$ cat config.mk
export PLATFORM = sky130hd
export DESIGN_NAME = seg7_scan_ctrl
export DESIGN_NICKNAME = d
export VERILOG_FILES = /design/src/rtl/seg7_scan_ctrl.sv
export SDC_FILE = /design/constraint.sdc
export NUM_CORES = 1
export LEC_CHECK = 0
export ABC_AREA = 1
export BUFFER_PORTS_ARGS = -buffer_cell sky130_fd_sc_hd__buf_2
export CAP_MARGIN = 25
export CORE_UTILIZATION = 52
export CTS_CLUSTER_SIZE = 25
export DETAILED_ROUTE_END_ITERATION = 7
export PLACE_DENSITY = 0.76
export RECOVER_POWER = 50
export SYNTH_ARGS = -nofsm -noshare
export SYNTH_HDL_FRONTEND = slang
export SYNTH_SLANG_ARGS = --single-unit
$ cat constraint.sdc
create_clock -name clk -period 6.5 [get_ports clk]
set_input_delay 0.975 -clock clk [delete_from_list [all_inputs] [get_ports clk]]
set_output_delay 0.975 -clock clk [all_outputs]
set_load 0.05 [all_outputs]
$ cat src/rtl/seg7_scan_ctrl.sv
// Time-multiplexed 7-segment scanner: one shared hex decoder, round-robin digit
// slots with a leading blank interval, and updates applied only at frame boundaries.
module seg7_scan_ctrl #(
  parameter int NUM_DIGITS   = 8,
  parameter int CLK_DIV      = 50000,
  parameter int BLANK_CYCLES = 16
) (
  input  logic                    clk,
  input  logic                    rst_n,
  input  logic                    enable,
  input  logic                    wr_valid,
  output logic                    wr_ready,
  input  logic [4*NUM_DIGITS-1:0] wr_data,
  input  logic [NUM_DIGITS-1:0]   wr_dp,
  input  logic [NUM_DIGITS-1:0]   wr_blank,
  output logic [NUM_DIGITS-1:0]   digit_sel,
  output logic [6:0]              segments,
  output logic                    dp,
  output logic                    frame_done
);
  localparam int CW = (CLK_DIV > 1) ? $clog2(CLK_DIV) : 1;
  localparam int IW = $clog2(NUM_DIGITS);
  localparam logic [CW-1:0] BLANK_LAST = CW'(BLANK_CYCLES - 1);
  localparam logic [CW-1:0] DRIVE_LAST = CW'(CLK_DIV - BLANK_CYCLES - 1);
  localparam logic [IW-1:0] IDX_LAST   = IW'(NUM_DIGITS - 1);
  localparam logic [NUM_DIGITS-1:0] SEL_ONE = NUM_DIGITS'(1);

  typedef enum logic [1:0] {
    ST_IDLE  = 2'd0,
    ST_BLANK = 2'd1,
    ST_DRIVE = 2'd2
  } state_e;

  function automatic logic [6:0] hex_to_seg(input logic [3:0] nib);
    logic [6:0] seg;
    case (nib)
      4'h0:    seg = 7'h3F;
      4'h1:    seg = 7'h06;
      4'h2:    seg = 7'h5B;
      4'h3:    seg = 7'h4F;
      4'h4:    seg = 7'h66;
      4'h5:    seg = 7'h6D;
      4'h6:    seg = 7'h7D;
      4'h7:    seg = 7'h07;
      4'h8:    seg = 7'h7F;
      4'h9:    seg = 7'h67;
      4'hA:    seg = 7'h77;
      4'hB:    seg = 7'h7C;
      4'hC:    seg = 7'h58;
      4'hD:    seg = 7'h5E;
      4'hE:    seg = 7'h79;
      4'hF:    seg = 7'h71;
      default: seg = 7'h00;
    endcase
    return seg;
  endfunction

  state_e                  state_q, state_d;
  logic [CW-1:0]           cnt_q, cnt_d;
  logic [IW-1:0]           idx_q, idx_d;
  logic                    pending_q, pending_d;
  logic [4*NUM_DIGITS-1:0] shadow_data_q, shadow_data_d, active_data_q, active_data_d;
  logic [NUM_DIGITS-1:0]   shadow_dp_q, shadow_dp_d, active_dp_q, active_dp_d;
  logic [NUM_DIGITS-1:0]   shadow_blank_q, shadow_blank_d, active_blank_q, active_blank_d;
  logic [NUM_DIGITS-1:0]   digit_sel_q, digit_sel_d;
  logic [6:0]              segments_q, segments_d;
  logic                    dp_q, dp_d;
  logic                    frame_done_q, frame_done_d;
  logic                    commit_s;
  logic [3:0]              nib_s;
  int unsigned             idx_int_s;

  // Scan sequencer: enable low overrides every state and parks the scan at digit 0.
  always_comb begin
    state_d      = state_q;
    cnt_d        = cnt_q;
    idx_d        = idx_q;
    frame_done_d = 1'b0;
    if (!enable) begin
      state_d = ST_IDLE;
      cnt_d   = '0;
      idx_d   = '0;
    end else begin
      case (state_q)
        ST_IDLE: begin
          state_d = ST_BLANK;
          cnt_d   = '0;
          idx_d   = '0;
        end
        ST_BLANK: begin
          if (cnt_q == BLANK_LAST) begin
            state_d = ST_DRIVE;
            cnt_d   = '0;
          end else begin
            cnt_d = cnt_q + CW'(1);
          end
        end
        ST_DRIVE: begin
          if (cnt_q == DRIVE_LAST) begin
            state_d = ST_BLANK;
            cnt_d   = '0;
            if (idx_q == IDX_LAST) begin
              idx_d        = '0;
              frame_done_d = 1'b1;
            end else begin
              idx_d = idx_q + IW'(1);
            end
          end else begin
            cnt_d = cnt_q + CW'(1);
          end
        end
        default: begin
          state_d = ST_IDLE;
          cnt_d   = '0;
          idx_d   = '0;
        end
      endcase
    end
  end

  // A completed frame (frame_done_d) or an idle cycle is the only safe point to swap contents.
  assign commit_s = pending_q && ((state_q == ST_IDLE) || frame_done_d);

  // Shadow capture on handshake, shadow-to-active on commit; the two never coincide.
  always_comb begin
    pending_d      = pending_q;
    shadow_data_d  = shadow_data_q;
    shadow_dp_d    = shadow_dp_q;
    shadow_blank_d = shadow_blank_q;
    active_data_d  = active_data_q;
    active_dp_d    = active_dp_q;
    active_blank_d = active_blank_q;
    if (wr_valid && !pending_q) begin
      shadow_data_d  = wr_data;
      shadow_dp_d    = wr_dp;
      shadow_blank_d = wr_blank;
      pending_d      = 1'b1;
    end else if (commit_s) begin
      active_data_d  = shadow_data_q;
      active_dp_d    = shadow_dp_q;
      active_blank_d = shadow_blank_q;
      pending_d      = 1'b0;
    end else begin
      pending_d = pending_q;
    end
  end

  // Moore outputs computed from the state being entered so they register on the same edge.
  always_comb begin
    digit_sel_d = '0;
    segments_d  = 7'h00;
    dp_d        = 1'b0;
    idx_int_s   = 32'(idx_d);
    nib_s       = active_data_q[idx_int_s*4 +: 4];
    if (state_d == ST_DRIVE) begin
      digit_sel_d = SEL_ONE << idx_d;
      if (active_blank_q[idx_d]) begin
        segments_d = 7'h00;
        dp_d       = 1'b0;
      end else begin
        segments_d = hex_to_seg(nib_s);
        dp_d       = active_dp_q[idx_d];
      end
    end else begin
      digit_sel_d = '0;
    end
  end

  // Sequencer state registers.
  always_ff @(posedge clk or negedge rst_n) begin
    if (!rst_n) begin
      state_q <= ST_IDLE;
      cnt_q   <= '0;
      idx_q   <= '0;
    end else begin
      state_q <= state_d;
      cnt_q   <= cnt_d;
      idx_q   <= idx_d;
    end
  end

  // Display content registers.
  always_ff @(posedge clk or negedge rst_n) begin
    if (!rst_n) begin
      pending_q      <= 1'b0;
      shadow_data_q  <= '0;
      shadow_dp_q    <= '0;
      shadow_blank_q <= '0;
      active_data_q  <= '0;
      active_dp_q    <= '0;
      active_blank_q <= '0;
    end else begin
      pending_q      <= pending_d;
      shadow_data_q  <= shadow_data_d;
      shadow_dp_q    <= shadow_dp_d;
      shadow_blank_q <= shadow_blank_d;
      active_data_q  <= active_data_d;
      active_dp_q    <= active_dp_d;
      active_blank_q <= active_blank_d;
    end
  end

  // Pin-facing output registers.
  always_ff @(posedge clk or negedge rst_n) begin
    if (!rst_n) begin
      digit_sel_q  <= '0;
      segments_q   <= 7'h00;
      dp_q         <= 1'b0;
      frame_done_q <= 1'b0;
    end else begin
      digit_sel_q  <= digit_sel_d;
      segments_q   <= segments_d;
      dp_q         <= dp_d;
      frame_done_q <= frame_done_d;
    end
  end

  assign wr_ready   = ~pending_q;
  assign digit_sel  = digit_sel_q;
  assign segments   = segments_q;
  assign dp         = dp_q;
  assign frame_done = frame_done_q;

endmodule
* Yosys cells after proc, flatten, opt, wreduce, memory -nomap -nowiden
Memories as Yosys holds them, arrays and structs flattened.
Cells that the tools add are included.
** Operators by class
- $add $sub $neg :: 2
- Magnitude comparators :: 1
- Eq/ne operators :: 6
- Shift operators :: 2
- Muxes and demuxes :: 27
- Bitwise logic cells :: 2
- Reductions and logical operators :: 7
** Operators by type and width (count)
- 2-to-1 mux 16 bit :: 3
- one-hot mux 16 bit (2 select lines) :: 1
- variable part select 32 x 6 -> 4 bit :: 1
- adder 16 x 1 -> 16 bit (second input constant) :: 1
- equality test 16 bit (second input constant) :: 1
- equality test 16 x 4 -> 1 bit (second input constant) :: 1
- 2-to-1 mux 7 bit :: 2
- 2-to-1 mux 1 bit :: 10
- 2-to-1 mux 3 bit :: 3
- 2-to-1 mux 8 bit :: 1
- left shift 1 x 3 -> 8 bit (first input constant) :: 1
- binary-select mux 1 bit (select 3 bit) :: 2
- 2-to-1 mux 2 bit :: 3
- one-hot mux 2 bit (3 select lines) :: 1
- one-hot mux 3 bit (2 select lines) :: 1
- equality test 2 bit (second input constant) :: 2
- less-than comparator 3 x 4 -> 1 bit (second input constant) :: 1
- adder 3 x 1 -> 3 bit (second input constant) :: 1
- equality test 3 bit (second input constant) :: 1
- equality test 2 x 1 -> 1 bit (second input constant) :: 1
- logical AND 1 bit :: 2
- zero test 2 bit :: 1
- NOT 1 bit :: 2
- AND reduction 2 bit :: 1
- other kinds (3) :: 3
** Word-level totals
- Register bits :: 135
- Bits in read-only memories :: 112
- Input port bits :: 52
- Output and inout port bits :: 18
- Word-level logic and storage cells :: 62
- Memories :: 1
** Memory list
- (no name shown) :: depth 16, bits a word 7, rd ports 1, clocked after memory_dff 0, write ports 0, line 36 : case (nib)

* Longest topological paths before layout
Gate-level depths: netlist (run 1).
- Depth in word-level cells :: 9
- Gate-level depth with buffers :: 22
- Gate-level depth less buffers :: 21

* Least setup slack after synthesis (run 1)
No wires, ideal clock.
- Kind :: input-to-reg
- From :: in enable
- To :: reg segments_q[3], in the netlist segments[3]
- Library setup time :: 0.119 ns
- Arrival :: 2.539 ns
- Required time :: 6.381 ns
- Path slack :: 3.842 ns
- Stages on the path :: 16
- Buffers on the path :: 1
- Cells stage by stage :: nand2_1 a21oi_4 nand2_4 buf_6 nand2_1 nand2_1 nand2_1 nand2_1 nand2_1 nand2_1 inv_1 ha_1 inv_1 nand2_1 a21oi_1 nor2_1
** On the way
- Cells in the longest elaborated chain, start to end :: 5
- Elaborated cells on any way between the ends :: 9
- Classes of those cells :: 1 x eq/ne; 1 x shift; 6 x mux; 1 x memory
** Ends and longest elaborated chain
- start, declared :: line 10 : input logic enable,
- 2-to-1 mux 3 bit :: line 79 : if (!enable) begin
- variable part select 32 x 6 -> 4 bit or binary-select mux 1 bit (select 3 bit) (tied branches) :: line 154, 157
- memory (16 x 7 bit) or 2-to-1 mux 1 bit (tied branches)
- 2-to-1 mux 7 bit :: line 157 : if (active_blank_q[idx_d]) begin
- 2-to-1 mux 7 bit * :: line 155 : if (state_d == ST_DRIVE) begin
- via segments_d[3] :: line 66 : logic [6:0] segments_q, segments_d;
- end signal, assigned :: line 212 : segments_q <= segments_d;
- end, declared :: line 66
Mark *: on every way through the listed nets, which the timed path passes. The rest lies on a longest branch. The select of a mux whose other input is x is not followed.
A chain may end at the register's enable or synchronous reset.

==> key figures, run 1 <==
Run status
  • Status: finished with violations
  • Failing checks: capacitance limit, slew limit

STA
  • Slew @ Worst Pin: 2.72 ns
  • Fin Clk Skew: 0.00892 ns
  • Final setup viols: 0
  • Max Freq: 255 MHz
  • Final Hold Viols: 0
  • Post-route worst setup slack: 2.58 ns
  • Slew Limit Headroom: -81.4%
  • Max Slew Vio Count: 52
  • Final setup TNS: 0 ns
  • Final Cycle Share: 60.3%
  • Unrepaired setup endpoints after global routing: no
  • Crit path time final: 3.92 ns

Synth
  • Most frequent cells after synthesis: nand2_1, dfrtp_1, inv_1
  • Top cell type's share of synthesized area: 54.9%
  • Cells after synthesis: 701
  • Synth Net Count: 765
  • Netlist cell types: 34
  • Warnings, synthesis: 0
  • Synthesized area: just over 0.006 sq mm
  • Register area share after synthesis: roughly 55%
  • Synth area leaders: dfrtp_1, nand2_1, mux2_2, inv_1, nor2_1
  • Synth area leader: dfrtp_1
  • Number of synthesized flops with an enable pin: 0
  • Mean post-synth cell area: 8.77 sq um
  • Seq cells post-synth: 135
  • Top-count cell post-synth: nand2_1
  • Asr flop ratio synth: 100%
  • Synth Flop Type: dfrtp_1

Floorplanning
  • Starting Density: a little over half
  • IO Pins: 70
  • Row count: 39
  • Die width: 111 um
  • Die area: between 0.01 and 0.015 sq mm
  • Die Y: 111 um
  • Area of the core: 0.0115 sq mm

CTS
  • CTS tree: done
  • Post_cts resized: 0
  • Postcts setup bufs: 0
  • Sink Count: 135
  • Max clock buf depth: 2
  • Hold_buf cts: 0
  • Clk root buf: clkbuf_16
  • Worst skew pair latency: 0.42 ns
  • CTS H-tree depth: 4
  • CTS clk-pin slew, worst paths: 0.06 ns
  • CTS buffer count: 17

Layout
  • Storage cell area: 0.00338 sq mm
  • # fillers: just under 1k
  • Area Growth Syn to Fin: 16.3%
  • Area taken by multi-input logic gates: 0.00239 sq mm
  • # diodes: 0
  • Share of cells above drive strength 1: 18.9%
  • Nets: 835

Detailed routing
  • Vias: 4740
  • TritonRoute pass-1 iters: 7
  • Avg Vias per Cell: 5.11
  • Routed Wire Length: 12.2 mm
  • Avg WL per Cell: ~13 um
  • Antenna-violating nets left: 0
  • DRC: 0
  • Detailed Route Iter0 Violations: 295

Placement
  • HPWL after DPL: 8.52 mm
  • # port buffers: 69
  • Routability cong.: 0.925
  • Pre-CTS WS: between 3 and 4 ns

Min path
  • WHS Path Cells: 2
  • HP Class: register to register

Power and ir drop
  • PwrDens: 338 mW/mm^2
  • Maximum VDD drop: 0.169 mV
  • Power, Total: 0.00242 W
  • Leak: 3.72 nW

Global routing
  • First-pass GRT wire length: 22.0 mm
  • Vias in the first global route: 4934
  • Largest net degree at the start of global routing: 86
  • Overflow left after global routing: 0
  • GRT Resource Usage Total: 22.3%
  • Initial antenna violation count: 0

Setup path
  • Worst Path Arrival: 3.85 ns
  • Worst Path Required: 6.43 ns
  • CP max FO: 77
  • FF-to-FF setup slack: 2.96 ns
  • Crit Path Class: input pin to asynchronous set/reset pin
  • CP Launch Type: input pin
  • Worst R2R Path Depth: 17
  • CP endpoint kind: asynchronous set/reset pin

Flow run
  • Max-cap violations: 1
[power by group]
part           internal [W]  total, W  switching [W]  leakage, nW
clock network      0.000525  0.000891       0.000366        0.265
logic              0.000173  0.000430       0.000257         1.78
registers           0.00101   0.00109      0.0000870         1.68
total               0.00171   0.00242       0.000710         3.72
[placed cells by master (no fill, tap or decap), types with 3 or more instances in the layout]
cell | synthesis | final
o21ai_0 | 32 | 32
o21ai_1 | 6 | 6
clkinv_2 | 0 | 4
inv_1 | 67 | 67
ha_1 | 12 | 12
mux2_2 | 30 | 30
nor3_1 | 9 | 9
clkinvlp_4 | 0 | 4
nor3b_1 | 4 | 4
inv_2 | 3 | 3
buf_2 | 5 | 68
nand3b_1 | 8 | 8
a21oi_1 | 29 | 29
nor2_1 | 66 | 67
nand3_1 | 19 | 20
clkbuf_16 | 0 | 17
clkinv_4 | 0 | 5
nand2_1 | 230 | 231
nand2_2 | 4 | 4
dfrtp_1 | 135 | 135
[worst paths after layout]
kind / startpoint / endpoint
setup / recovery: rst_n / shadow_dp_q[5]$_DFFE_PN0P_
hold / removal: shadow_data_q[16]$_DFFE_PN0P_ / active_data_q[16]$_DFFE_PN0P_
setup reg to reg: cnt_q[0]$_DFF_PN0_ / segments[1]$_DFF_PN0_
hold reg to reg: shadow_data_q[16]$_DFFE_PN0P_ / active_data_q[16]$_DFFE_PN0P_
max in group clk: cnt_q[0]$_DFF_PN0_ / segments[1]$_DFF_PN0_
min in group asynchronous: rst_n / cnt_q[11]$_DFF_PN0_
[through the flow]
step / hold WS, ns / instances / cell area (sq um) / utilization (%)
after floorplan: 0.433 / 701 / 6150 / -
after global placement: 0.446 / 894 / 6600 / 57.5
after detailed placement: 0.462 / 894 / 6600 / 57.5
after CTS: 0.471 / 926 / 7160 / 62.4
after global routing: 0.478 / 927 / 7150 / 62.4
final: 0.467 / 927 / 7150 / 62.4
[registers in the layout, summed over array words and instances, names as in the netlist]
signal and count:
cnt_q 16, shadow_blank_q 8, digit_sel 8, frame_done 1, idx_q 3, shadow_dp_q 8, dp 1, active_dp_q 8
segments 7, active_blank_q 8, active_data_q 32, state_q 2, shadow_data_q 32, pending_q 1
[logic make-up (layout without fill, tap and decap cells)]
logic type / Yosys count / count (layout) / synth area share [%]
flops: 135 / 135 / 54.9
buf+inv: 92 / 175 / 5.96
xor+xnor: 4 / 4 / 0.570
simple gates: 352 / 352 / 23.9
mux: 30 / 30 / 5.49
compound gates: 76 / 76 / 6.71
fa+ha+maj: 12 / 12 / 2.44
[critical path, cell delays in order]
cell      delay (ns)
clkbuf_1        0.47
buf_16          0.38
clkbuf_1        1.96
[layer usage]
metal	global-route usage, %	wire length (um)	vias to the layer above
met5	0	0	-
met4	9.69	232	0
met3	5.25	481	19
met2	37.9	6180	103
met1	27.2	5350	2261
li1	-	-	2357
[layout make-up]
| class | instances | share of cell area, % |
|---|---|---|
| multi-input cells | 474 | 33.4 |
| inverters | 70 | 3.67 |
| clock inverters | 15 | 1.85 |
| repair buffers | 73 | 5.46 |
| well taps | 143 | 2.50 |
| flip-flops and latches | 135 | 47.2 |
| clock buffers | 17 | 5.95 |
No activity file was read; power rests on OpenSTA's default activity.
==> inputs of run 2 (changes only) <==
--- a/config.mk
+++ b/config.mk
@@ -5,13 +5,13 @@
 export SDC_FILE = /design/constraint.sdc
 export NUM_CORES = 1
 export LEC_CHECK = 0
-export ABC_AREA = 1
+export ABC_AREA = 0
 export BUFFER_PORTS_ARGS = -buffer_cell sky130_fd_sc_hd__buf_2
 export CAP_MARGIN = 25
 export CORE_UTILIZATION = 52
 export CTS_CLUSTER_SIZE = 25
 export DETAILED_ROUTE_END_ITERATION = 7
-export PLACE_DENSITY = 0.76
+export PLACE_DENSITY = 0.79
 export RECOVER_POWER = 50
 export SYNTH_ARGS = -nofsm -noshare
 export SYNTH_HDL_FRONTEND = slang
==> constraint.sdc (replaced) <==
create_clock -name clk -period 3.4 [get_ports clk]
set_input_delay 0.51 -clock clk [delete_from_list [all_inputs] [get_ports clk]]
set_output_delay 0.51 -clock clk [all_outputs]
set_load 0.05 [all_outputs]
==> run 2 against run 1 <==
Net effect:
- the flow finishes with violations (setup timing)
- die area is 1.7% lower
- non-clock buffer count grew 29
- cell area up 5.6%
- clock skew rose by 0.0054 ns
- routed wire length grew 7.1%
- global-route usage grew 1.6 points
- first-iteration DRC count decreased by 7.5%
- critical path type is now register to register
- critical endpoint is now segments[3]$_DFF_PN0_
==> key figures, run 2 <==
STA
  • Final Cycle Share: 101%
  • Final setup TNS: -0.0327 ns
  • Slew Limit Headroom: 5.65%
  • Max Freq: 291 MHz
  • Final Hold Viols: 0
  • Post-route worst setup slack: -0.0327 ns
  • Unrepaired setup endpoints after global routing: yes
  • Fin Clk Skew: 0.0143 ns
  • Slew @ Worst Pin: approximately 1.4 ns
  • Max Slew Vio Count: 0
  • Crit path time final: 3.43 ns
  • Final setup viols: 1
  • WHS: 0.310 ns

Placement
  • HPWL after DPL: 8.83 mm
  • # port buffers: 69
  • Post-Place Cells: 693
  • Pre-CTS WS: -0.0215 ns
  • Routability cong.: 0.918

Synth
  • Top cell type's share of synthesized area: 55.9%
  • Cells after synthesis: roughly 480
  • Number of synthesized flops with an enable pin: 0
  • Warnings, synthesis: 0
  • Synth area leader: dfrtp_1
  • Synth area leaders: dfrtp_1, mux2_2, nor2_1, ha_1, nand3_1
  • Seq cells post-synth: 135
  • Register area share after synthesis: 55.9%
  • Top-count cell post-synth: dfrtp_1
  • Synth Net Count: 540
  • Most frequent cells after synthesis: dfrtp_1, mux2_2, nor2_1
  • Synth Flop Type: dfrtp_1
  • Asr flop ratio synth: 100%
  • Netlist cell types: 56
  • Mean post-synth cell area: 12.7 sq um
  • Synthesized area: 0.00604 sq mm

Detailed routing
  • Antenna-violating nets left: 0
  • DRC: 0
  • Avg WL per Cell: 18.0 um
  • Routed Wire Length: between 10 and 15 mm
  • Avg Vias per Cell: around 5.7
  • Vias: 4137
  • Detailed Route Iter0 Violations: around 270
  • TritonRoute pass-1 iters: 5

CTS
  • CTS clk-pin slew, worst paths: 0.06 ns
  • Clk root buf: clkbuf_16
  • Max clock buf depth: 2
  • Sink Count: ~140
  • Worst skew pair latency: 0.43 ns
  • CTS H-tree depth: 4
  • CTS tree: done
  • CTS buffer count: 17

Run status
  • Failing checks: setup timing
  • Status: finished with violations

Min path
  • WHS Path Cells: 2
  • HP Class: input pin to register

Setup path
  • Levels on crit path: 10
  • Worst R2R Path Depth: 10
  • Crit Path Class: register to register
  • CP max stage delay: around 0.59 ns
  • Slowest cell on crit path: or4_4
  • Top cell by count, worst path: or4_4
  • Worst Path Required: between 3 and 4 ns
  • Worst path cell trace: or4_4 > or4_4 > mux2i_4 > nand2_2 > buf_4 > o211ai_1 > o22ai_1 > nor2_2 > a2111oi_2 > or3_1
  • WP buf/inv: 1
  • Worst Path Arrival: between 3 and 4 ns
  • FF-to-FF setup slack: -0.03 ns
  • CP Launch Type: register
  • Delay-heaviest family, CP: simple AND/OR/NAND/NOR gates
  • CP max FO: 7
  • CP endpoint kind: register

Global routing
  • Overflow left after global routing: 0
  • Largest net degree at the start of global routing: just under 60
  • Vias in the first global route: 4221
  • Initial antenna violation count: 0
  • First-pass GRT wire length: 21.2 mm
  • GRT Resource Usage Total: 23.9%

Layout
  • Area taken by multi-input logic gates: around 0.0026 sq mm
  • Commonest cells after routing, fill and taps aside: dfrtp_1, mux2_2, buf_2
  • Area Growth Syn to Fin: 25.1%
  • Most common cell after layout, fill and taps aside: dfrtp_1
  • Nets: 639
  • # diodes: 0
  • Largest regs: active_data_q: 32 flops, shadow_data_q: 32 flops, cnt_q: 16 flops
  • Final Non-Filler Cells: 728
  • # fillers: ~780
  • Share of cells above drive strength 1: 44.7%
  • Storage cell area: 0.00338 sq mm

Floorplanning
  • Starting Density: 54.5%
  • Die Y: 110 um
  • Die width: 110 um
  • IO Pins: 70
  • Area of the core: 0.0111 sq mm
  • Row count: 38
  • Die area: 0.0121 sq mm

Power and ir drop
  • PwrDens: slightly below 800 mW/mm^2
  • Leak: ~3.4 nW
  • Maximum VDD drop: 0.589 mV

Flow run
  • Max-cap violations: 0
==> run 2: cells by family after synthesis <==
logic type                 synth area share, %
AOI/OAI and AO/OA                         6.50
DFF                                       55.9
muxes                                     20.9
and+or+nand+nor                           9.61
xor gates and xnor gates                  2.03
adders and majority gates                 2.48
buffers and inverters                     2.57
==> run 2: cell type report <==
| cell class | count | share of cell area (%) |
|---|---|---|
| Clock buffer | 21 | 6.36 |
| Tap cell | 140 | 2.32 |
| Inverter | 13 | 0.646 |
| Clock inverter | 11 | 3.20 |
| Timing Repair Buffer | 102 | 7.76 |
| Multi-Input combinational cell | 306 | 35.0 |
| Sequential cell | 135 | 44.7 |
==> run 2: where the power goes <==
group	switching [W]	leakage, nW	internal (W)
combinational	0.000602	1.35	0.000743
clock	0.000687	0.342	0.00153
sequential	0.000320	1.66	0.00211
total	0.00161	3.35	0.00438
==> run 2: path summary, 6_finish.rpt <==
| kind | start | to |
|---|---|---|
| worst max-delay path | cnt_q[7]$_DFF_PN0_ | segments[3]$_DFF_PN0_ |
| worst min-delay path | wr_blank[5] | shadow_blank_q[5]$_DFFE_PN0P_ |
| worst max register to register | cnt_q[7]$_DFF_PN0_ | segments[3]$_DFF_PN0_ |
| worst min register to register | cnt_q[0]$_DFF_PN0_ | cnt_q[0]$_DFF_PN0_ |
| max in group asynchronous | rst_n | cnt_q[11]$_DFF_PN0_ |
| min in group asynchronous | rst_n | active_blank_q[0]$_DFFE_PN0P_ |
==> run 2: what timing repair did <==
| action | in CTS | in global routing |
|---|---|---|
| endpoints found under the setup margin | 2 | 5 |
| hold buffers | 0 | 0 |
| pin swaps | 4 | 15 |
| gates resized for setup | 5 | 19 |
| setup buffers | 0 | 3 |
==> run 2: routing by layer <==
metal	track usage, %	vias up	wire, um
met2	39.6	138	6490
li1	-	1896	-
met1	30.2	2084	5760
met3	5.99	19	660
met4	9.05	0	199
met5	0	-	0
==> run 2: metrics by stage <==
step | instance area (sq um) | total power, W | util [%]
floorplan | 6080 | 0.00325 | -
finish | 7560 | 0.00599 | 68.2
global route | 7560 | 0.00625 | 68.2
CTS | 7480 | 0.00592 | 67.5
global placement | 6750 | 0.00356 | 60.9
detailed placement | 6750 | 0.00364 | 60.9
